`config.mk`:
```
export PLATFORM = sky130hd
export DESIGN_NAME = ita_weight_bank_scheduler
export DESIGN_NICKNAME = d
export VERILOG_FILES = /design/src/rtl/ita_weight_bank_scheduler.sv
export SDC_FILE = /design/constraint.sdc
export NUM_CORES = 1
export LEC_CHECK = 0
export CORE_AREA = 2 2 84 86
export DETAILED_ROUTE_END_ITERATION = 6
export DIE_AREA = 0 0 86 88
export PLACE_DENSITY = 0.58
export SLEW_MARGIN = 20
export SYNTH_ARGS = -nofsm -noshare
export SYNTH_HDL_FRONTEND = slang
export SYNTH_SLANG_ARGS = --single-unit
export TNS_END_PERCENT = 50
```
`constraint.sdc`:
```
create_clock -name clk_i -period 3.37 [get_ports clk_i]
set_clock_uncertainty 0.1 [all_clocks]
set_input_delay 0.5055 -clock clk_i [delete_from_list [all_inputs] [get_ports clk_i]]
set_output_delay 0.5055 -clock clk_i [all_outputs]
set_load 0.1 [all_outputs]
```
`src/rtl/ita_weight_bank_scheduler.sv`:
```
// Ping-pong scheduler for the two-entry ITA weight buffer: fills one bank chunk by
// chunk while the datapath re-reads the other, then swaps. Data bypasses this block.
module ita_weight_bank_scheduler #(
  parameter int unsigned N_WRITE_EN = 8,
  parameter int unsigned REUSE_W    = 16
) (
  input  logic                  clk_i,
  input  logic                  rst_i,
  input  logic                  inp_weight_valid_i,
  output logic                  inp_weight_ready_o,
  input  logic [REUSE_W-1:0]    reuse_count_i,
  input  logic                  flush_i,
  output logic                  weight_valid_o,
  input  logic                  weight_ready_i,
  output logic                  read_en_o,
  output logic                  read_addr_o,
  output logic                  write_en_o,
  output logic                  write_addr_o,
  output logic [N_WRITE_EN-1:0] write_select_o,
  output logic                  busy_o
);

  localparam int unsigned CW = (N_WRITE_EN > 1) ? $clog2(N_WRITE_EN) : 1;

  logic [1:0]               full_r, full_s;
  logic [1:0][REUSE_W-1:0]  reuse_left_r, reuse_left_s;
  logic                     wb_r, wb_s;
  logic                     rb_r, rb_s;
  logic [CW-1:0]            c_r, c_s;

  logic                     in_ready_s;
  logic                     w_valid_s;
  logic                     wr_fire_s;
  logic                     rd_fire_s;
  logic                     last_chunk_s;
  logic                     release_s;
  logic [REUSE_W-1:0]       reuse_load_s;

  // Handshake decode from registered state and current inputs.
  always_comb begin
    in_ready_s   = !rst_i && !flush_i && !full_r[wb_r];
    w_valid_s    = !rst_i && !flush_i && full_r[rb_r];
    wr_fire_s    = inp_weight_valid_i && in_ready_s;
    rd_fire_s    = w_valid_s && weight_ready_i;
    last_chunk_s = (c_r == CW'(N_WRITE_EN - 1));
    // A full bank always holds a count >= 1; <= keeps a corrupted 0 from locking the bank.
    release_s    = rd_fire_s && (reuse_left_r[rb_r] <= REUSE_W'(1'b1));
    if (reuse_count_i == {REUSE_W{1'b0}}) begin
      reuse_load_s = REUSE_W'(1'b1);
    end else begin
      reuse_load_s = reuse_count_i;
    end
  end

  // Next-state: fill completion and release touch different banks, so both apply.
  always_comb begin
    full_s       = full_r;
    reuse_left_s = reuse_left_r;
    wb_s         = wb_r;
    rb_s         = rb_r;
    c_s          = c_r;
    if (wr_fire_s) begin
      if (last_chunk_s) begin
        full_s[wb_r]       = 1'b1;
        reuse_left_s[wb_r] = reuse_load_s;
        wb_s               = !wb_r;
        c_s                = {CW{1'b0}};
      end else begin
        c_s = c_r + CW'(1'b1);
      end
    end else begin
      c_s = c_r;
    end
    if (rd_fire_s) begin
      reuse_left_s[rb_r] = reuse_left_r[rb_r] - REUSE_W'(1'b1);
      if (release_s) begin
        full_s[rb_r] = 1'b0;
        rb_s         = !rb_r;
      end else begin
        rb_s = rb_r;
      end
    end else begin
      rb_s = rb_r;
    end
  end

  // Bank state register; reset and flush both discard everything.
  always_ff @(posedge clk_i) begin
    if (rst_i || flush_i) begin
      full_r       <= 2'b00;
      reuse_left_r <= '0;
      wb_r         <= 1'b0;
      rb_r         <= 1'b0;
      c_r          <= {CW{1'b0}};
    end else begin
      full_r       <= full_s;
      reuse_left_r <= reuse_left_s;
      wb_r         <= wb_s;
      rb_r         <= rb_s;
      c_r          <= c_s;
    end
  end

  // Output drive; reset holds every output low, addresses otherwise track the pointers.
  always_comb begin
    inp_weight_ready_o = in_ready_s;
    weight_valid_o     = w_valid_s;
    write_en_o         = wr_fire_s;
    read_en_o          = rd_fire_s;
    if (rst_i) begin
      write_addr_o = 1'b0;
      read_addr_o  = 1'b0;
      busy_o       = 1'b0;
    end else begin
      write_addr_o = wb_r;
      read_addr_o  = rb_r;
      busy_o       = (|full_r) || (c_r != {CW{1'b0}});
    end
    if (wr_fire_s) begin
      write_select_o = N_WRITE_EN'(1'b1) << c_r;
    end else begin
      write_select_o = {N_WRITE_EN{1'b0}};
    end
  end

endmodule

```
Word-level counts from Yosys, hierarchy flattened
Cells that the tools add are included.
{ "totals": {"ff_bits": 39, "latch_bits": 0, "ramBits": 0, "rom_bits": 0, "in_bits": 21, "n_memories": 0} }
{ "op_classes": {"add_sub_neg": 2, "multipliers": 0, "div": 0, "magnitude_cmp": 5, "n_eq_ne": 1, "n_shift": 1, "mux": 29, "bitwise": 3, "reduce_logical": 20} }
{ "ops": {"columns": ["op", "count"], "rows": [
  ["32-bit two-way mux", 3],
  ["16-bit two-way mux", 5],
  ["32-bit bitwise mux", 2],
  ["16-bit demux with 1-bit select", 2],
  ["16-bit by 1-bit <= comparator with 1-bit output (second input constant)", 1],
  ["16-bit zero test", 1],
  ["16-bit by 1-bit subtractor with 16-bit output (second input constant)", 1],
  ["1-bit two-way mux", 9],
  ["1-bit logical AND", 8],
  ["2-bit two-way mux", 4],
  ["8-bit two-way mux", 1],
  ["1-bit by 3-bit left shift with 8-bit output (first input constant)", 1],
  ["1-bit zero test", 5],
  ["1-bit by 2-bit less-than comparator with 1-bit output (second input constant)", 2],
  ["2-bit AND reduction", 2],
  ["3-bit by 1-bit adder with 3-bit output (second input constant)", 1],
  ["3-bit == test (second input constant)", 1],
  ["3-bit two-way mux", 1],
  ["3-bit nonzero test", 1],
  ["2-bit bitwise AND", 1],
  ["1-bit demux with 1-bit select", 2],
  ["1-bit greater-or-equal comparator (second input constant)", 2],
  ["1-bit logical OR", 2],
  ["2-bit inverter", 1],
  ["2 further kinds", 2]
]} }

Depth between registers and ports, before layout
{ "depth": {"depth_word": 10, "depth_mapped": 11, "ltp_nobuf": 7} }

Worst setup path before layout
No wires, ideal clock.
{ "synth_path": {"kind": "input-to-output", "from": "input port rst_i", "to": "output port read_en_o", "arrival_ns": 3.092, "path_slack_ns": -0.327, "stages": 5, "path_cell_list": "or2_2 -> clkbuf_1 -> nor2_1 -> nand2_1 -> inv_1"} }
{ "synth_between": {"elab_chain_len": 4} }
{ "synth_rtl": {"columns": ["element", "line_no", "rtl"], "rows": [
  ["start, declared", "8", "input logic rst_i,"],
  ["1-bit zero test", "42", "w_valid_s = !rst_i && !flush_i && full_r[rb_r];"],
  ["1-bit logical AND (2 in series)", "42", null],
  ["net weight_valid_o", "13", "output logic weight_valid_o,"],
  ["1-bit logical AND", "44", "rd_fire_s = w_valid_s && weight_ready_i;"],
  ["end, declared", "15", "output logic read_en_o,"]
]} }
The timed path passes the listed nets, and every way through them passes these cells.

Worst setup path in the final report
{ "layout_path": {"from": "input port rst_i", "to": "output port write_select_o[2]"} }
{ "layout_between": {"elab_chain_len": 5} }
{ "layout_rtl": {"columns": ["element", "line_no", "rtl"], "rows": [
  ["1-bit zero test", "41", "in_ready_s = !rst_i && !flush_i && !full_r[wb_r];"],
  ["1-bit logical AND (2 in series)", "41", null],
  ["1-bit logical AND", "43", "wr_fire_s = inp_weight_valid_i && in_ready_s;"],
  ["8-bit two-way mux", "119", "if (wr_fire_s) begin"],
  ["end, declared", "19", "output logic [N_WRITE_EN-1:0] write_select_o,"]
]} }
No other way between the ends.

==> out/summary.md <==
* completed — outcome
* 1.189 nW — P_leak
* 5606 um — HPWL reported at the end of detailed placement
* 0 — number of antenna violations at the first check in global routing
* 299.1 nW/um2 — power density normalized to cell area
* 0.8825 — final estimated routing congestion in global placement
* 2 — H-tree level count
* 131.0 uV — worst ir drop on vdd
* 27.09% — Area growth syn-to-layout
* primary output — element type at the critical path end
* 0 — residual DRC count
* 490 ps — delay of the slowest cell on the worst path
* 35 — number of port buffers
* 637 — number of fill cells
* 0.0007165 W — Cell Int Power
* dfxtp_1 — most common cell after layout, fill and taps aside
* 373 — total number of nets in the final design
* 25.53% — switching power share of the total
* clkbuf_8 — Clk Tree Root Cell
* 0 ps — setup tns final
* 570 ps — r2r setup slk
* reuse_left_r[21] — hold wc startpoint
* 0 — Max-cap violations
* 0% — async set or reset register ratio after synthesis
* input pin — startpoint types
* 48.0% — Flop pwr share
* 54.09% — max_slew headroom
* 5 — cts bufs inserted
* rb_r — reg-to-reg startpoint
* dfxtp_1 (39), nand2_1 (35), mux2i_1 (23) — commonest cells after routing, fill and taps aside
* dfxtp_1 — ys flop type
* 0 — total setup violations reported at the end of the flow
* 7737 um — Final Routed Wirelength
* done — TritonCTS clock tree
* 0 — total gr overflow
* 39 — clk sinks
* 36 — number of primary I/O pins
* 21.57% — all-layer global routing usage
* 2250 ps — signal arrival time at the worst endpoint
* 39 — Synth Register Bits
* 2859 ps — post-layout minimum cycle time
* 7 — number of optimization iterations in the first detailed-route pass
* 6644 um2 — placeable core region
* 86 um — overall die width
* dfxtp_1 — library cell with the largest summed area after synthesis
* 687.7 ps — transition time at the pin with the least slew margin
* no — unrepaired setup endpoints after global routing
* 0 — number of warnings issued by yosys
* 0.0009621 W — total power after layout
* simple AND/OR/NAND/NOR gates — cell type group with the largest total delay on the critical path
* clkdlybuf4s50_1 — Slowest cell on crit path
* 38.10% — Starting Density
* reuse_left_r[21] — worst-case hold path end point
* 0 — cts-stage hold buffer count
* 30.85% — post-synth top area share
* 7568 um2 — die footprint
* 6 — path depth of the worst reg2reg path
* 0 — postcts setup bufs
* 1648 um2 — area of the multi-input gates
* 0 — antenna-violating nets left
* 0 — Max Slew Vio Count
* 2760 ps — endpoint required time on the critical path
* dfxtp_1 (31%), mux2i_1 (9.1%), nand2_1 (5.2%) — Synth area leaders
* 0 — # diodes
* 30.85% — sequential-to-total area share from yosys stat
* 0 — cts repair resizes
* 2 — Min-Delay Path Depth
* 338 — Post-Syn Nets
* 2531 um2 — cell area after synthesis
* 320 ps — Clock Latency Late Sink
* 30 — count of standard-cell rows
* 43.8% — clock network power share
* 24 — pin count of the biggest net entering global routing
* 18.20 um — average wire per standard cell
* reuse_left_r[10] — reg-to-reg endpoint
* clkdlybuf4s50_1 > nor3b_1 > nand2_1 > clkinv_1 > and3_1 > buf_12 — Critical Path, Cell by Cell
* 3 — total buffers and inverters traversed by the critical path
* 309 — number of cells produced by synthesis
* 2,436 — number of global-route vias before repair
* 150 — DR iter-0 viols
* 780.7 um2 — Sequential Area
* 5.920 — via/cell ratio
* 12,710 um — wire length of the first global-routing pass
* 90 ps — Worst-path clk slew
* 10 — maximum fanout encountered on the critical timing path
* 0.3498 GHz — f_max
* 0 — EDFF count, synth
* 84.84% — fin crit share
* 2 — maximum buffer depth of the clock tree
* 8.2% — part of the total power dissipated in combinational logic
* 88 um — Vert. Die Dim
* input pin to primary output — type of the worst setup path
* 0 — hold violation total from the final report
* 8.192 um2 — Avg Synthesized Cell Area
* 0.0002456 W — reported net switching power
* flip-flop to flip-flop — path category of the worst min-delay check
* 12.17% — fraction of final layout cells with drive strength greater than 1
* 55 — distinct cell type count of the synthesized netlist
* 2,516 — routed vias
## power groups by stage
| stage | clock network [W] | logic (W) | registers (W) |
|---|---|---|---|
| after global routing | 0.000437 | 0.0000836 | 0.000462 |
| after detailed placement | 0 | 0.0000786 | 0.000472 |
| after CTS | 0.000420 | 0.0000790 | 0.000462 |
| final | 0.000421 | 0.0000791 | 0.000462 |
| after global placement | 0 | 0.0000790 | 0.000472 |
| after floorplan | 0 | 0.0000327 | 0.000472 |
## synthesized netlist by cell type (all sizes together), types with 3 or more instances
| cell type | instances |
|---|---|
| o22ai | 10 |
| a311oi | 5 |
| and4 | 4 |
| nor3 | 12 |
| and2 | 4 |
| and3 | 11 |
| dfxtp | 39 |
| nor2b | 3 |
| nor2 | 18 |
| nor4 | 8 |
| xor2 | 6 |
| o21ai | 9 |
| a21oi | 16 |
| nand2 | 35 |
| a31oi | 5 |
| buf | 7 |
| a21boi | 3 |
| or3 | 3 |
| o21a | 4 |
| inv | 5 |
| clkbuf | 12 |
| nand3 | 7 |
| ha | 8 |
| xnor2 | 7 |
| nand4 | 3 |
| nor3b | 4 |
| nand2b | 3 |
| a211oi | 3 |
| mux2i | 23 |
## worst min-delay path, delay by kind of cell (launching register included)
| kind | cells | cell delay [ps] |
|---|---|---|
| flops | 1 | 350 |
| simple gates | 1 | 70 |
| compound gates | 1 | 50 |
## flip-flops by register name (all words and copies together) (netlist names)
register	flops
reuse_left_r	32
c_r	3
full_r	2
rb_r	1
wb_r	1
## routing by layer
metal | GRT usage, % | part of all wire, % | routed length [um]
met1 | 30.07 | 47 | 3623
met2 | 34.46 | 46 | 3590
met3 | 3.110 | 5.2 | 403
met4 | 6.782 | 1.5 | 119
met5 | 0 | 0 | 0
## worst max path at each step
stage / startpoint / endpoint / slack (ps) / cells after the start
finish: rst_i / write_select_o[2] / 510 / 6
global route: rst_i / write_select_o[0] / 320 / 6
CTS: rst_i / write_select_o[6] / 520 / 6
detailed placement: rst_i / write_select_o[6] / 520 / 6
global placement: rst_i / write_select_o[0] / 570 / 6
floorplan: rb_r / read_addr_o / 120 / 5
## area by class of cell
cell class | count | area share (%)
multi-input cells | 245 | 51.23
flip-flops and latches | 39 | 24.27
repair buffers | 47 | 17.19
well taps | 80 | 3.112
clock buffers | 5 | 2.139
clock inverters | 3 | 1.361
inverters | 6 | 0.7001
## through the flow
step	cell area [um2]	cells	hold WS, ps	utilization, %	worst slack (ps)
final	3217	425	418.8	48.42	510.8
after CTS	3217	425	418.3	48.42	515.0
after detailed placement	3104	417	405.0	46.72	517.8
after global placement	3104	417	403.2	46.72	567.8
after global routing	3217	425	449.2	48.42	323.3
after floorplan	2534	309	367.0	-	116.8
## cell families (layout without fill, tap and decap cells)
family                   after synthesis  count (layout)  synth area share, %
AO/OA/AOI/OAI                         72              72                19.67
XOR/XNOR                              13              13                4.498
adder cells (fa/ha/maj)                8               8                3.955
buffers and inverters                 25              61                4.152
flip-flops                            39              39                30.85
multiplexers                          25              25                9.985
AND/OR/NAND/NOR                      127             127                26.89
(Power assumes the default switching activity.)
